[config.mk]
export PLATFORM = sky130hd
export DESIGN_NAME = glyph_serializer_flat
export DESIGN_NICKNAME = d
export VERILOG_FILES = /design/src/rtl/glyph_pkg.sv /design/src/rtl/glyph_serializer_if.sv /design/src/rtl/glyph_pos_counter.sv /design/src/rtl/glyph_serializer.sv /design/src/flat_wrapper.sv
export SDC_FILE = /design/constraint.sdc
export NUM_CORES = 1
export LEC_CHECK = 0
export CELL_PAD_IN_SITES_DETAIL_PLACEMENT = 2
export CELL_PAD_IN_SITES_GLOBAL_PLACEMENT = 2
export CORE_MARGIN = 5
export CORE_UTILIZATION = 26
export CTS_CLUSTER_SIZE = 12
export DETAILED_ROUTE_END_ITERATION = 8
export PLACE_DENSITY_LB_ADDON = 0.1
export SLEW_MARGIN = 20
export SYNTH_ARGS = -nofsm -noshare
export SYNTH_HDL_FRONTEND = slang
export SYNTH_SLANG_ARGS = --single-unit
[constraint.sdc]
create_clock -name clk -period 3.43 [get_ports clk]
set_input_delay 0.686 -clock clk [delete_from_list [all_inputs] [get_ports clk]]
set_output_delay 0.686 -clock clk [all_outputs]
set_load 0.02 [all_outputs]
[src/rtl/glyph_pkg.sv]
// Shared definitions for the glyph serializer.
//   GLYPH_COLS/ROWS/BITS : 5x7 font cell geometry, 35-bit row-major bitmap
//   state_e              : serializer control states
//   pix_index()          : linear bitmap offset of (row, col) counted from bit 34
package glyph_pkg;

  localparam int GLYPH_COLS = 5;
  localparam int GLYPH_ROWS = 7;
  localparam int GLYPH_BITS = GLYPH_COLS * GLYPH_ROWS;

  typedef enum logic [1:0] {
    IDLE  = 2'd0,
    FETCH = 2'd1,
    EMIT  = 2'd2
  } state_e;

  // Offset of pixel (row, col) from the MSB of the bitmap: row*5 + col.
  // Only meaningful for col < GLYPH_COLS; callers mask spacing columns.
  function automatic logic [5:0] pix_index(input logic [2:0] row, input logic [2:0] col);
    return 6'(row) * 6'(GLYPH_COLS) + 6'(col);
  endfunction

endpackage

[src/rtl/glyph_serializer_if.sv]
// Character-in / pixel-out handshake bundle of the glyph serializer.
//   char_code/char_valid/char_ready : one character per valid&ready
//   pix_on/pix_valid/pix_ready      : one pixel per valid&ready
//   col_last/glyph_last             : framing flags qualified by pix_valid
// master: the side feeding characters and consuming pixels.
// slave : the serializer itself.
interface glyph_serializer_if #(
  parameter int ADDR_WIDTH = 7
);
  logic [ADDR_WIDTH-1:0] char_code;
  logic                  char_valid;
  logic                  char_ready;
  logic                  pix_on;
  logic                  pix_valid;
  logic                  pix_ready;
  logic                  col_last;
  logic                  glyph_last;

  modport master (
    output char_code, char_valid, pix_ready,
    input  char_ready, pix_on, pix_valid, col_last, glyph_last
  );

  modport slave (
    input  char_code, char_valid, pix_ready,
    output char_ready, pix_on, pix_valid, col_last, glyph_last
  );
endinterface

[src/rtl/glyph_pos_counter.sv]
// Column-major position counter for one glyph plus its spacing columns.
//   clk, rst_n : clock, synchronous active-low reset
//   advance    : step to the next pixel (row first, then column)
//   clear      : force position back to col 0 / row 0
//   col, row   : current pixel position
//   col_last   : current pixel is the bottom row of its column
//   glyph_last : current pixel is the final one, spacing columns included
module glyph_pos_counter
  import glyph_pkg::*;
#(
  parameter int SPACING = 1
) (
  input  logic       clk,
  input  logic       rst_n,
  input  logic       advance,
  input  logic       clear,
  output logic [2:0] col,
  output logic [2:0] row,
  output logic       col_last,
  output logic       glyph_last
);

  localparam logic [2:0] LAST_COL = 3'(GLYPH_COLS - 1 + SPACING);
  localparam logic [2:0] LAST_ROW = 3'(GLYPH_ROWS - 1);

  always_ff @(posedge clk) begin
    if (!rst_n || clear) begin
      col <= '0;
      row <= '0;
    end else if (advance) begin
      if (row == LAST_ROW) begin
        row <= '0;
        // Wrapping at the end keeps the counter at 0/0 for a back-to-back glyph.
        col <= (col == LAST_COL) ? '0 : col + 3'd1;
      end else begin
        row <= row + 3'd1;
      end
    end
  end

  assign col_last   = (row == LAST_ROW);
  assign glyph_last = col_last && (col == LAST_COL);

endmodule

[src/rtl/glyph_serializer.sv]
// Renders one character code at a time into a column-major pixel stream for
// an LED column driver, reading the bitmap from an external combinational ROM.
//   clk, rst_n : clock, synchronous active-low reset
//   bus        : char handshake in, pixel handshake out (slave side)
//   rom_addr   : registered character code, straight to the font ROM
//   rom_data   : 35-bit glyph, bit 34 = row0/col0, bit 34-(row*5+col)
// Flow: IDLE accepts a code, FETCH latches the ROM word for one cycle, EMIT
// streams 7*(5+SPACING) pixels. The last pixel's acceptance can take the next
// code directly, so back-to-back glyphs cost a single FETCH bubble.
module glyph_serializer
  import glyph_pkg::*;
#(
  parameter int SPACING    = 1,
  parameter int ADDR_WIDTH = 7
) (
  input  logic                  clk,
  input  logic                  rst_n,
  glyph_serializer_if.slave     bus,
  output logic [ADDR_WIDTH-1:0] rom_addr,
  input  logic [GLYPH_BITS-1:0] rom_data
);

  state_e                state_q, state_d;
  logic [ADDR_WIDTH-1:0] code_q;
  logic [GLYPH_BITS-1:0] glyph_q;
  logic                  load_code;
  logic                  load_glyph;
  logic                  advance;
  logic                  ready;
  logic                  emit;
  logic [2:0]            col, row;
  logic                  pos_col_last, pos_glyph_last;
  logic [GLYPH_BITS-1:0] glyph_sh;
  logic                  lit;

  always_ff @(posedge clk) begin
    if (!rst_n) begin
      state_q <= IDLE;
      code_q  <= '0;
      glyph_q <= '0;
    end else begin
      state_q <= state_d;
      if (load_code)  code_q  <= bus.char_code;
      if (load_glyph) glyph_q <= rom_data;
    end
  end

  always_comb begin
    state_d    = state_q;
    ready      = 1'b0;
    load_code  = 1'b0;
    load_glyph = 1'b0;
    advance    = 1'b0;
    case (state_q)
      IDLE: begin
        ready = 1'b1;
        if (bus.char_valid) begin
          load_code = 1'b1;
          state_d   = FETCH;
        end
      end
      FETCH: begin
        load_glyph = 1'b1;
        state_d    = EMIT;
      end
      EMIT: begin
        advance = bus.pix_ready;
        // Final pixel leaving: open the char port in the same cycle.
        if (bus.pix_ready && pos_glyph_last) begin
          ready = 1'b1;
          if (bus.char_valid) begin
            load_code = 1'b1;
            state_d   = FETCH;
          end else begin
            state_d = IDLE;
          end
        end
      end
      default: state_d = IDLE;
    endcase
  end

  assign emit = (state_q == EMIT);

  // Position is held at 0/0 outside EMIT so every glyph starts at the top-left.
  glyph_pos_counter #(.SPACING(SPACING)) u_pos (
    .clk        (clk),
    .rst_n      (rst_n),
    .advance    (advance),
    .clear      (!emit),
    .col        (col),
    .row        (row),
    .col_last   (pos_col_last),
    .glyph_last (pos_glyph_last)
  );

  // Shift the wanted bit up to the MSB; avoids an out-of-range bit select
  // when the position sits in a spacing column.
  assign glyph_sh = glyph_q << pix_index(row, col);
  assign lit      = (col < 3'(GLYPH_COLS)) && glyph_sh[GLYPH_BITS-1];

  // Outputs are forced low while reset is held, before the state has settled.
  assign bus.char_ready = rst_n && ready;
  assign bus.pix_valid  = rst_n && emit;
  assign bus.pix_on     = rst_n && emit && lit;
  assign bus.col_last   = rst_n && emit && pos_col_last;
  assign bus.glyph_last = rst_n && emit && pos_glyph_last;

  assign rom_addr = code_q;

endmodule
[src/flat_wrapper.sv]
// flat-port wrapper written by rule: the top's interface ports become plain ports
module glyph_serializer_flat import glyph_pkg::*;
#(
  parameter int SPACING    = 1,
  parameter int ADDR_WIDTH = 7
)
  (clk, rst_n, rom_addr, rom_data, bus_char_code, bus_char_valid, bus_pix_ready, bus_char_ready, bus_pix_on, bus_pix_valid, bus_col_last, bus_glyph_last);
  glyph_serializer_if #(.ADDR_WIDTH(ADDR_WIDTH)) bus_i ();
  input  logic clk;
  input  logic rst_n;
  output logic [ADDR_WIDTH-1:0] rom_addr;
  input  logic [GLYPH_BITS-1:0] rom_data;
  input wire logic [$bits(bus_i.char_code)-1:0] bus_char_code;
  input wire logic [$bits(bus_i.char_valid)-1:0] bus_char_valid;
  input wire logic [$bits(bus_i.pix_ready)-1:0] bus_pix_ready;
  output wire logic [$bits(bus_i.char_ready)-1:0] bus_char_ready;
  output wire logic [$bits(bus_i.pix_on)-1:0] bus_pix_on;
  output wire logic [$bits(bus_i.pix_valid)-1:0] bus_pix_valid;
  output wire logic [$bits(bus_i.col_last)-1:0] bus_col_last;
  output wire logic [$bits(bus_i.glyph_last)-1:0] bus_glyph_last;
  assign bus_i.char_code = bus_char_code;
  assign bus_i.char_valid = bus_char_valid;
  assign bus_i.pix_ready = bus_pix_ready;
  assign bus_char_ready = bus_i.char_ready;
  assign bus_pix_on = bus_i.pix_on;
  assign bus_pix_valid = bus_i.pix_valid;
  assign bus_col_last = bus_i.col_last;
  assign bus_glyph_last = bus_i.glyph_last;
  glyph_serializer #(.SPACING(SPACING), .ADDR_WIDTH(ADDR_WIDTH)) u_core (.clk(clk), .rst_n(rst_n), .bus(bus_i), .rom_addr(rom_addr), .rom_data(rom_data));
endmodule
# Word-level counts from Yosys, hierarchy flattened
# Index checks and enable logic that the tools add are counted.
# Widths: inputs -> output; s select.
# op_classes
n_lt_le_gt_ge	1
n_bitwise	0
multipliers	1
n_reduce_logical	14
n_shift	1
add_sub_neg	3
div_mod_pow	0
n_eq_ne	6
n_mux	13
# op_table
cell	count
$shl 35x6->35	1
$logic_and 1x1->1	8
$add 3x1->3 const B	2
$add 6x3->6	1
$eq 3x3->1 const B	2
$mul 3x3->6 const B	1
$mux 1	6
$mux 3	2
$pmux 2 s3	1
$mux 2	2
$ne 2x2->1 const B	2
$pmux 1 s2	2
$reduce_and 2->1	2
$lt 3x3->1 const B	1
$eq 2x1->1 const B	1
$eq 2x2->1 const B	1
$logic_not 1->1	2
$logic_not 2->1	1
$logic_or 1x1->1	1
# word_totals
romBits	0
output_inout_bits	12
latch_bits	0
ram_bits	0
ff_bits	50
inputBits	46
wordCells	44
memories	0

# Logic depth before layout (Yosys ltp)
# Gate-level depths: netlist (run 1).
# logic_depth
ltp_word	6
mapped_depth	8
depth_no_buf	8

# By module
# A second synthesis (run 1) with hierarchy kept.
# unflattened
hier_cells	283
area_unflattened_um2	2512.4
# by_module_without_submodules
mod	instances	area_per_inst_um2	cells_per_inst	seq_area_each_um2
glyph_serializer	1	2232.1	252	880.8
glyph_pos_counter	1	280.3	31	120.1

# Least setup slack after synthesis (run 1)
# Ideal clock, no wire load.
# synth_path
path_type	reg-to-output
from	register u_core.u_pos.row[2]
to	output port bus_pix_on
slack_ps	80
required_time_ps	2744
n_path_buf	0
arrival_ps	2664
path_stages_with_launch	9
cell_sequence	dfxtp_1 > ha_1 > ha_1 > fa_1 > or2_1 > o22ai_1 > nor4_1 > a311o_1 > a211oi_2
# synth_via
elab_chain_cells	5
# synth_rtl
element	line	rtl
start: declaration	glyph_pos_counter.sv:18	output logic [2:0] row,
start signal: assignment	glyph_pos_counter.sv:36	row <= row + 3'd1;
$mul 3x3->6	glyph_pkg.sv:20	return 6'(row) * 6'(GLYPH_COLS) + 6'(col);
$add 6x3->6	glyph_pkg.sv:20	
$shl 35x6->35	glyph_serializer.sv:99	assign glyph_sh = glyph_q << pix_index(row, col);
$logic_and 1x1->1	glyph_serializer.sv:100	assign lit = (col < 3'(GLYPH_COLS)) && glyph_sh[GLYPH_BITS-1];
$logic_and 1x1->1	glyph_serializer.sv:105	assign bus.pix_on = rst_n && emit && lit;
end: declaration	flat_wrapper.sv:17	output wire logic [$bits(bus_i.pix_on)-1:0] bus_pix_on;
# Every way passes these cells.

# Final worst setup path (run 1)
# layout_path
from	register u_core.u_pos.row[0]
to	output port bus_pix_on
# The elaborated chain is that of the path after synthesis.

==> results of run 1 <==
==> power groups by stage <==
stage | combinational (uW) | sequential (uW) | clock (uW)
finish | 183 | 623 | 354
global route | 204 | 628 | 398
CTS | 188 | 624 | 370
detailed placement | 185 | 638 | 0
global placement | 184 | 637 | 0
floorplan | 86.8 | 641 | 0
==> worst max-delay path, delay by kind of cell, from the launching register on <==
family                   cells  cell delay, ns
adder cells (fa/ha/maj)      3            1.11
AO/OA/AOI/OAI                3            0.28
AND/OR/NAND/NOR              2            0.66
flip-flops                   1            0.35
buffers and inverters        1            0.17
==> state kept, by name, summed over array words and instances (netlist names) <==
| signal | count |
|---|---|
| u_core.glyph_q | 35 |
| u_core.u_pos.col | 3 |
| u_core.u_pos.row | 3 |
| u_core.rom_addr | 7 |
| u_core.state_q | 2 |
==> final cells by class <==
cell class	instances	area (um^2)	share of cell area, %
flip-flops and latches	50	1000	30.2
inverters	4	15.0	0.451
well taps	111	139	4.18
multi-input cells	214	1380	41.4
clock buffers	6	72.6	2.18
clock inverters	2	13.8	0.414
repair buffers	73	704	21.2
==> per-stage QoR <==
step | hold slack (ns) | power (uW) | util, % | setup TNS [ns]
after floorplan | 0.433 | 728 | - | 0
after global placement | 0.443 | 820 | 34.6 | -0.410
after detailed placement | 0.450 | 823 | 34.6 | -0.431
after CTS | 0.464 | 1180 | 36.5 | -0.124
after global routing | 0.482 | 1230 | 36.5 | -0.212
final | 0.460 | 1160 | 36.5 | -0.129
==> repair_timing <==
| action | in CTS | in global routing |
|---|---|---|
| resized for setup | 20 | 0 |
| pin swaps | 4 | 1 |
| setup buffers | 0 | 0 |
| endpoints found under the setup margin | 1 | 1 |
==> layout by cell type, fill, tap and decap left out, types with 2 or more instances in the layout <==
cell type         n
xor2_1            2
clkbuf_8          5
dfxtp_2           3
o21ai_0           2
dfxtp_1          47
o22ai_1           2
nor4_1            2
buf_4            15
nand2b_1          2
nor2_1           21
a21o_1            2
clkdlybuf4s50_1  56
nor3_1            2
ha_1              4
ha_4              5
mux2i_1          21
mux4_2            2
nand2_1          81
a21oi_1          42
inv_1             3
==> logic make-up after synthesis <==
logic type	Yosys count	share of synthesized area [%]
compound gates	58	15.0
xor+xnor	3	1.09
fa+ha+maj	10	5.52
buf+inv	20	4.53
flops	50	41.7
mux	23	10.6
simple gates	120	21.6
==> routing by layer <==
layer | wire length [um] | up-vias | track usage [%]
met5 | 0 | - | 0
met4 | 75 | 0 | 3.61
met3 | 186 | 5 | 2.55
met2 | 3120 | 32 | 20.3
met1 | 3330 | 1010 | 17.5
li1 | - | 1092 | -
==> worst max-delay path by stage <==
stage / start / end / slack (ns) / depth (start not counted)
2_1_floorplan: u_core.u_pos.row[2] / bus_pix_on / 0.08 / 8
6_report: u_core.u_pos.row[0] / bus_pix_on / -0.13 / 9
5_1_grt: u_core.u_pos.row[0] / bus_pix_on / -0.21 / 9
3_3_place_gp: u_core.u_pos.row[0] / bus_pix_on / -0.41 / 9
4_1_cts: u_core.u_pos.row[0] / bus_pix_on / -0.12 / 9
3_5_place_dp: u_core.u_pos.row[0] / bus_pix_on / -0.43 / 9
==> impl_metrics.env, run 1 <==
export IMPL_status="complete, but fails checks"
export IMPL_failed_checks="setup timing"
export IMPL_hold_violations=0
export IMPL_track_usage_pct=12.7
export IMPL_viasPerCell=4.65
export IMPL_power_switching_uw=310
export IMPL_grt_overflow_total=0
export IMPL_antenna_found_initial=0
export IMPL_synth_main_ff_cell="dfxtp_1"
export IMPL_holdBufCountCts=0
export IMPL_criticalPathCategory="reg2out"
export IMPL_ys_seq_area_share_pct=41.7
export IMPL_p_int_uw=851
export IMPL_numCtsBuffers=5
export IMPL_fin_skew_ns=0.00486
export IMPL_clockRootBuffer="clkbuf_8"
export IMPL_finalCriticalPeriod_ns=3.56
export IMPL_cp_start_kind="flop"
export IMPL_nets=404
export IMPL_reg2reg_depth=6
export IMPL_rsz0062_at_grt="true"
export IMPL_switching_share_pct=26.7
export IMPL_r2r_end="u_core.rom_addr[1]"
export IMPL_synth_edf_count=0
export IMPL_place_gp_congestion=0.768
export IMPL_synth_area_top_cells="dfxtp_1 (42%), nand2_1 (13%), a21oi_1 (8.8%)"
export IMPL_cp_common_cell="ha_4"
export IMPL_place_port_buffers=57
export IMPL_yosys_register_bits=50
export IMPL_drc=0
export IMPL_fin_cells=460
export IMPL_drv_cap=0
export IMPL_fin_crit_sh_pct=104
export IMPL_synth_cell_type_count=41
export IMPL_initial_core_util_pct=26.4
export IMPL_netlist_top_cells_count="nand2_1 (81), dfxtp_1 (50), a21oi_1 (42)"
export IMPL_drtPass1Iterations=4
export IMPL_grt_start_max_net_pins=45
export IMPL_cp_end_kind="output port"
export IMPL_min_delay_path_depth=2
export IMPL_max_slew_worst_pin_slew_ns=0.506
export IMPL_die_area_um2=11300
export IMPL_synth_async_reset_ratio_pct=0
export IMPL_antenna_cells=0
export IMPL_r2r_start="u_core.u_pos.row[1]"
export IMPL_yosys_warnings=0
export IMPL_path_max_fanout=6
export IMPL_area_growth_syn_to_layout_pct=38.4
export IMPL_synth_top_area_cell="dfxtp_1"
export IMPL_boundaryPins=58
export IMPL_grt_pass1_vias=2315
export IMPL_holdCritStartpoint="u_core.glyph_q[13]"
export IMPL_max_stage_delay_ns=0.64
export IMPL_powerDensity_nw_per_um2=349
export IMPL_drt_initial_drc_count=37
export IMPL_ant_nets=0
export IMPL_yosysTopAreaCellShare_pct=41.7
export IMPL_clkLatencyLatePin_ns=0.31
export IMPL_path_clk_slew_ns=0.10
export IMPL_hold_path_class="reg2reg"
export IMPL_pwr_share_clk_pct=30.5
export IMPL_syn_area_per_cell_um2=8.46
export IMPL_seq_power_share_pct=53.7
export IMPL_path_cells="ha_4 -> ha_4 -> fa_2 -> nand2b_4 -> o22ai_1 -> or4_4 -> o221ai_2 -> a211oi_2 -> buf_4"
export IMPL_die_w_um=106
export IMPL_clk_path_buf_depth=2
export IMPL_timing_slew_headroom_pct=66.2
export IMPL_worst_endpoint_arrival_ns=2.87
export IMPL_fmax_mhz=281
export IMPL_synth_nets=340
export IMPL_fillers=1037
export IMPL_setup_slack_ns=-0.129
export IMPL_netlist_instances=284
export IMPL_ff2ff_setup_slack_ns=1.54
export IMPL_irDropWorstVdd_mv=0.129
export IMPL_stdcell_area_um2=3330
export IMPL_numClockSinks=50
export IMPL_required_ns=2.74
export IMPL_core_um2=9110
export IMPL_dp_slack_ns=-0.431
export IMPL_fp_row_count=35
export IMPL_cts_max_level=2
export IMPL_dpl_hpwl_um=4870
export IMPL_grt_pass1_wl_um=11600
export IMPL_critical_path_slowest_cell="fa_2"
export IMPL_setup_viol=1
export IMPL_vias=2139
export IMPL_wire_per_inst_um=14.6
export IMPL_synth_area_um2=2400
export IMPL_yosysMostFrequentCell="nand2_1"
export IMPL_drive_gt1_share_pct=13.2
export IMPL_slew_violations=0
export IMPL_placed_area_um2=3150
export IMPL_die_h_um=106
export IMPL_hold_end="u_core.glyph_q[13]"
export IMPL_combPwrFrac_pct=15.8
export IMPL_cts_tree="done"
export IMPL_routed_wl_um=6710
export IMPL_dp_cells=452
export IMPL_p_leak_uw=0.00123
Note: power is estimated with default switching activity, not from simulation.
==> inputs of run 2 (changes only) <==
--- a/config.mk
+++ b/config.mk
@@ -11,7 +11,9 @@
 export CORE_UTILIZATION = 26
 export CTS_CLUSTER_SIZE = 12
 export DETAILED_ROUTE_END_ITERATION = 8
-export PLACE_DENSITY_LB_ADDON = 0.1
+export GPL_ROUTABILITY_DRIVEN = 0
+export PLACE_DENSITY = 0.86
+export RECOVER_POWER = 25
 export SLEW_MARGIN = 20
 export SYNTH_ARGS = -nofsm -noshare
 export SYNTH_HDL_FRONTEND = slang
==> run 2 against run 1 <==
Largest power group unchanged. Cell count is 0.87% higher. Global-route usage is 1.5 points higher. The flow finishes with violations (capacitance limit, slew limit, setup timing). Die area stayed put.
==> impl_metrics.env, run 2 (synthesis results as in run 1) <==
export IMPL_status="complete, but fails checks"
export IMPL_failed_checks="capacitance limit, slew limit, setup timing"
export IMPL_nets=408
export IMPL_drive_gt1_share_pct=14.7
export IMPL_core_um2=9110
export IMPL_max_slew_worst_pin_slew_ns=1.99
export IMPL_wire_per_inst_um=16.5
export IMPL_fin_crit_sh_pct=105
export IMPL_cp_start_kind="flop"
export IMPL_numClockSinks=50
export IMPL_fp_row_count=35
export IMPL_holdWs_ns=0.462
export IMPL_seq_power_share_pct=50.4
export IMPL_stdcell_area_um2=3400
export IMPL_antenna_found_initial=0
export IMPL_vias=2237
export IMPL_criticalPathCategory="reg2out"
export IMPL_die_area_um2=11300
export IMPL_path_max_fanout=5
export IMPL_dp_cells=453
export IMPL_hold_violations=0
export IMPL_required_ns=2.74
export IMPL_cp_common_cell="ha_4"
export IMPL_dp_slack_ns=-0.436
export IMPL_crit_family="adder cells"
export IMPL_grt_start_max_net_pins=45
export IMPL_path_cells="ha_4 -> ha_4 -> fa_2 -> nand2b_4 -> o22ai_1 -> or4_4 -> o221ai_2 -> a211oi_2 -> buf_4"
export IMPL_grt_pass1_wl_um=12800
export IMPL_ant_nets=0
export IMPL_area_growth_syn_to_layout_pct=41.7
export IMPL_switching_share_pct=25.4
export IMPL_boundaryPins=58
export IMPL_placed_area_um2=3160
export IMPL_power_switching_uw=315
export IMPL_critPathBufInv=1
export IMPL_setup_viol=1
export IMPL_p_leak_uw=0.00126
export IMPL_fillers=1019
export IMPL_grt_pass1_vias=2489
export IMPL_layout_commonest_cell="nand2_1"
export IMPL_die_h_um=106
export IMPL_setup_slack_ns=-0.155
export IMPL_worst_endpoint_arrival_ns=2.90
export IMPL_routed_wl_um=7670
export IMPL_place_port_buffers=57
export IMPL_critical_path_slowest_cell="fa_2"
export IMPL_holdBufCountCts=0
export IMPL_die_w_um=106
export IMPL_viasPerCell=4.82
export IMPL_slew_violations=45
export IMPL_top_register="u_core.glyph_q"
export IMPL_finalCriticalPeriod_ns=3.58
export IMPL_track_usage_pct=14.2
export IMPL_rsz0062_at_grt="true"
export IMPL_powerDensity_nw_per_um2=365
export IMPL_largest_register_ffs=35
export IMPL_drt_initial_drc_count=62
export IMPL_path_clk_slew_ns=0.10
export IMPL_grt_overflow_total=0
export IMPL_pwr_share_clk_pct=34.3
export IMPL_fin_skew_ns=0.00432
export IMPL_combPwrFrac_pct=15.3
export IMPL_initial_core_util_pct=26.4
export IMPL_irDropWorstVdd_mv=0.166
export IMPL_cts_tree="done"
export IMPL_fin_cells=464
export IMPL_post_route_util_pct=37.4
export IMPL_timing_slew_headroom_pct=-32.7
export IMPL_clk_path_buf_depth=2
export IMPL_fmax_mhz=279
export IMPL_p_int_uw=926
export IMPL_drtPass1Iterations=4
export IMPL_cts_max_level=2
export IMPL_clkLatencyLatePin_ns=0.31
export IMPL_final_cell_mix="nand2_1 (81), clkdlybuf4s50_1 (54), dfxtp_1 (47)"
export IMPL_hold_path_class="reg2reg"
export IMPL_numCtsBuffers=5
export IMPL_dpl_hpwl_um=5560
export IMPL_antenna_cells=0
export IMPL_ff2ff_setup_slack_ns=1.30
export IMPL_clockRootBuffer="clkbuf_8"
export IMPL_cp_end_kind="output port"
export IMPL_drv_cap=1
export IMPL_drc=0
export IMPL_max_stage_delay_ns=0.62
## run 2: cell types whose count changed in the layout (fill, tap and decap cells not counted), moves of 2 or more
cell,previous run,this run
clkdlybuf4s50_1,56,54
dlygate4sd3_1,0,2
nor2_1,21,19
nor2_2,0,2
## run 2: final cells by class
cell class                      count  area [um^2]  share of cell area, %
Tap cell                          111          139                   4.08
Clock buffer                        5         68.8                   2.02
Inverter                            4         15.0                  0.441
Sequential cell                    50         1010                   29.6
Timing Repair Buffer               77          731                   21.5
Clock inverter                      3         43.8                   1.29
Multi-Input combinational cell    214         1400                   41.1
## run 2: path summary, 6_finish.rpt
kind                                           from            endpoint  cells past startpoint
worst max register to register  u_core.u_pos.row[0]  u_core.rom_addr[0]                      7
worst max-delay path            u_core.u_pos.row[0]          bus_pix_on                      9
worst min register to register   u_core.glyph_q[20]  u_core.glyph_q[20]                      2
worst min-delay path             u_core.glyph_q[20]  u_core.glyph_q[20]                      2
## run 2: per-layer routing
metal	part of all wire, %	wire (um)	GRT usage, %	up-vias
met5	0	0	0	-
met4	2.1	161	4.53	0
met3	2.7	206	2.43	13
li1	-	-	-	1097
met2	53	4050	25.3	41
met1	42	3250	17.4	1086
## run 2: power groups by stage
| stage | clock, uW | combinational, uW | sequential [uW] |
|---|---|---|---|
| 6_report | 426 | 190 | 625 |
| 5_1_grt | 464 | 209 | 629 |
| 4_1_cts | 440 | 193 | 626 |
| 3_5_place_dp | 0 | 187 | 639 |
| 3_3_place_gp | 0 | 181 | 636 |
| 2_1_floorplan | 0 | 86.8 | 641 |
## run 2: what timing repair did
item | in CTS | in global routing
pin swaps | 10 | 3
gates resized for setup | 24 | 3
setup buffers | 2 | 1
setup endpoints to repair | 1 | 2
## run 2: worst reg2reg max path, stage by stage (launching register included)
cell and delay, ns:
dfxtp_4 0.37, buf_6 0.12, buf_4 0.15, nand3b_4 0.18, o41ai_4 0.35, nand3b_1 0.43
mux2i_1 0.31, nor2_1 0.05
## run 2: through the flow
step	total power [uW]	setup TNS (ns)
after floorplan	728	0
after global placement	817	-0.356
after detailed placement	826	-0.436
after CTS	1260	-0.161
after global routing	1300	-0.221
final	1240	-0.155
==> inputs of run 3 (changes only) <==
--- a/config.mk
+++ b/config.mk
@@ -12,6 +12,7 @@
 export CTS_CLUSTER_SIZE = 12
 export DETAILED_ROUTE_END_ITERATION = 8
 export GPL_ROUTABILITY_DRIVEN = 0
+export MAX_ROUTING_LAYER = met4
 export PLACE_DENSITY = 0.86
 export RECOVER_POWER = 25
 export SLEW_MARGIN = 20
==> constraint.sdc (replaced) <==
create_clock -name clk -period 3.25 [get_ports clk]
set_input_delay 0.65 -clock clk [delete_from_list [all_inputs] [get_ports clk]]
set_output_delay 0.65 -clock clk [all_outputs]
set_load 0.02 [all_outputs]
==> run 3 against run 2 <==
The flow still finishes with violations (capacitance limit, slew limit, setup timing). Global-route usage rose by 1.1 points. First-iteration DRC count shrank 1.6%. Design area grew 2.2%. Die area did not move. Critical path type unchanged. Critical endpoint unchanged.
==> impl_metrics.env, run 3 (synthesis results as in run 1) <==
export IMPL_numClockSinks=50
export IMPL_cts_tree="done"
export IMPL_track_usage_pct=15.3
export IMPL_antenna_found_initial=0
export IMPL_pwr_share_clk_pct=38.6
export IMPL_combPwrFrac_pct=14.4
export IMPL_die_w_um=106
export IMPL_path_cells="ha_4 -> ha_4 -> fa_2 -> buf_6 -> nand2_4 -> buf_6 -> o22ai_4 -> or4_4 -> o221ai_4 -> a211oi_4 -> buf_6"
export IMPL_ant_nets=0
export IMPL_grt_start_max_net_pins=45
export IMPL_setup_viol=1
export IMPL_holdBufCountCts=0
export IMPL_r2r_start="u_core.u_pos.row[1]"
export IMPL_timing_slew_headroom_pct=-29.3
export IMPL_power_switching_uw=331
export IMPL_max_slew_worst_pin_slew_ns=1.94
export IMPL_die_area_um2=11300
export IMPL_largest_register_ffs=35
export IMPL_top_register="u_core.glyph_q"
export IMPL_grt_pass1_vias=2557
export IMPL_p_leak_uw=0.00130
export IMPL_hold_path_class="reg2reg"
export IMPL_clockRootBuffer="clkbuf_8"
export IMPL_switching_share_pct=23.5
export IMPL_layout_commonest_cell="nand2_1"
export IMPL_required_ns=2.60
export IMPL_seq_power_share_pct=47.0
export IMPL_fin_total_pwr_uw=1410
export IMPL_die_h_um=106
export IMPL_worst_endpoint_arrival_ns=2.92
export IMPL_cp_end_kind="output port"
export IMPL_reg2reg_depth=6
export IMPL_path_max_fanout=4
export IMPL_max_stage_delay_ns=0.57
export IMPL_fmax_mhz=280
export IMPL_drtPass1Iterations=4
export IMPL_status="complete, but fails checks"
export IMPL_fp_row_count=35
export IMPL_nets=411
export IMPL_fin_crit_sh_pct=110
export IMPL_boundaryPins=58
export IMPL_p_int_uw=1080
export IMPL_drc=0
export IMPL_final_cell_mix="nand2_1 (80), clkdlybuf4s50_1 (54), dfxtp_1 (48)"
export IMPL_grt_pass1_wl_um=13200
export IMPL_initial_core_util_pct=26.4
export IMPL_hold_end="u_core.glyph_q[12]"
export IMPL_post_route_util_pct=38.2
export IMPL_cp_common_cell="buf_6"
export IMPL_grt_overflow_total=0
export IMPL_slew_violations=45
export IMPL_wire_per_inst_um=17.7
export IMPL_cp_start_kind="flop"
export IMPL_drv_cap=1
export IMPL_cts_max_level=2
export IMPL_drt_initial_drc_count=61
export IMPL_antenna_cells=0
export IMPL_place_port_buffers=57
export IMPL_clkLatencyLatePin_ns=0.31
export IMPL_drive_gt1_share_pct=14.6
export IMPL_irDropWorstVdd_mv=0.174
export IMPL_ff2ff_setup_slack_ns=1.27
export IMPL_critical_path_slowest_cell="or4_4"
export IMPL_viasPerCell=4.83
export IMPL_min_delay_path_depth=2
export IMPL_core_um2=9110
export IMPL_clk_path_buf_depth=2
export IMPL_criticalPathCategory="reg2out"
export IMPL_numCtsBuffers=5
export IMPL_routed_wl_um=8270
export IMPL_rsz0062_at_grt="true"
export IMPL_vias=2255
export IMPL_finalCriticalPeriod_ns=3.57
export IMPL_holdCritStartpoint="u_core.glyph_q[12]"
export IMPL_hold_violations=0
export IMPL_failed_checks="capacitance limit, slew limit, setup timing"
export IMPL_path_clk_slew_ns=0.09
export IMPL_setup_slack_ns=-0.322
export IMPL_dpl_hpwl_um=6240
export IMPL_area_growth_syn_to_layout_pct=44.9
export IMPL_r2r_end="u_core.rom_addr[6]"
export IMPL_fin_skew_ns=0.00584
export IMPL_powerDensity_nw_per_um2=404
## run 3: cell types whose count changed in the layout (fill, tap and decap cells not counted), sizes merged
cell    change
buf         +3
bufinv      +1
clkbuf      +1
inv         -2
## run 3: critical path, delay by kind of cell (launching register included)
| kind | cells | cell delay, ns |
|---|---|---|
| AOI/OAI and AO/OA | 3 | 0.24 |
| and+or+nand+nor | 2 | 0.64 |
| buffers and inverters | 3 | 0.39 |
| DFF | 1 | 0.35 |
| adders and majority gates | 3 | 0.99 |
## run 3: final cells by class
class,count,area (um^2)
Tap cell,111,139
Multi-Input combinational cell,214,1420
Clock inverter,2,60.1
Inverter,4,15.0
Fill cell,1039,5630
Timing Repair Buffer,80,764
Sequential cell,50,1000
Clock buffer,6,82.6
## run 3: worst max path at each step
stage	start	to	slack (ns)	depth (start not counted)
after floorplan	u_core.u_pos.row[0]	bus_pix_on	0.02	8
after global placement	u_core.u_pos.row[0]	bus_pix_on	-0.51	9
after detailed placement	u_core.u_pos.row[0]	bus_pix_on	-0.67	9
after CTS	u_core.u_pos.row[2]	bus_pix_on	-0.34	9
after global routing	u_core.u_pos.row[2]	bus_pix_on	-0.40	11
final	u_core.u_pos.row[2]	bus_pix_on	-0.32	11
## run 3: power by group through the flow
stage	Clock [uW]	Combinational (uW)	Sequential (uW)
floorplan	0	92.1	676
global placement	0	192	671
detailed placement	0	201	674
CTS	562	206	661
global route	578	223	664
finish	543	203	661
## run 3: through the flow
step,TNS [ns],std cells,worst slack (ns),hold slack [ns],instance area [um^2]
finish,-0.322,467,-0.322,0.463,3480
global route,-0.431,467,-0.396,0.485,3480
CTS,-0.338,464,-0.338,0.469,3420
detailed placement,-0.673,456,-0.673,0.455,3190
global placement,-0.508,456,-0.508,0.440,3190
floorplan,0,284,0.0213,0.433,2410
## run 3: routing by layer
layer / vias to the layer above / GRT usage [%] / part of all wire [%]
met5: - / - / 0
met4: 0 / 5.09 / 2.1
met3: 10 / 2.37 / 2.0
met2: 36 / 28.6 / 57
met1: 1104 / 16.4 / 39
li1: 1105 / - / -
## run 3: timing repair
| action | CTS | global route |
|---|---|---|
| gates resized for setup | 21 | 6 |
| pin swaps | 7 | 6 |
| setup buffers | 0 | 3 |
| setup endpoints to repair | 1 | 1 |
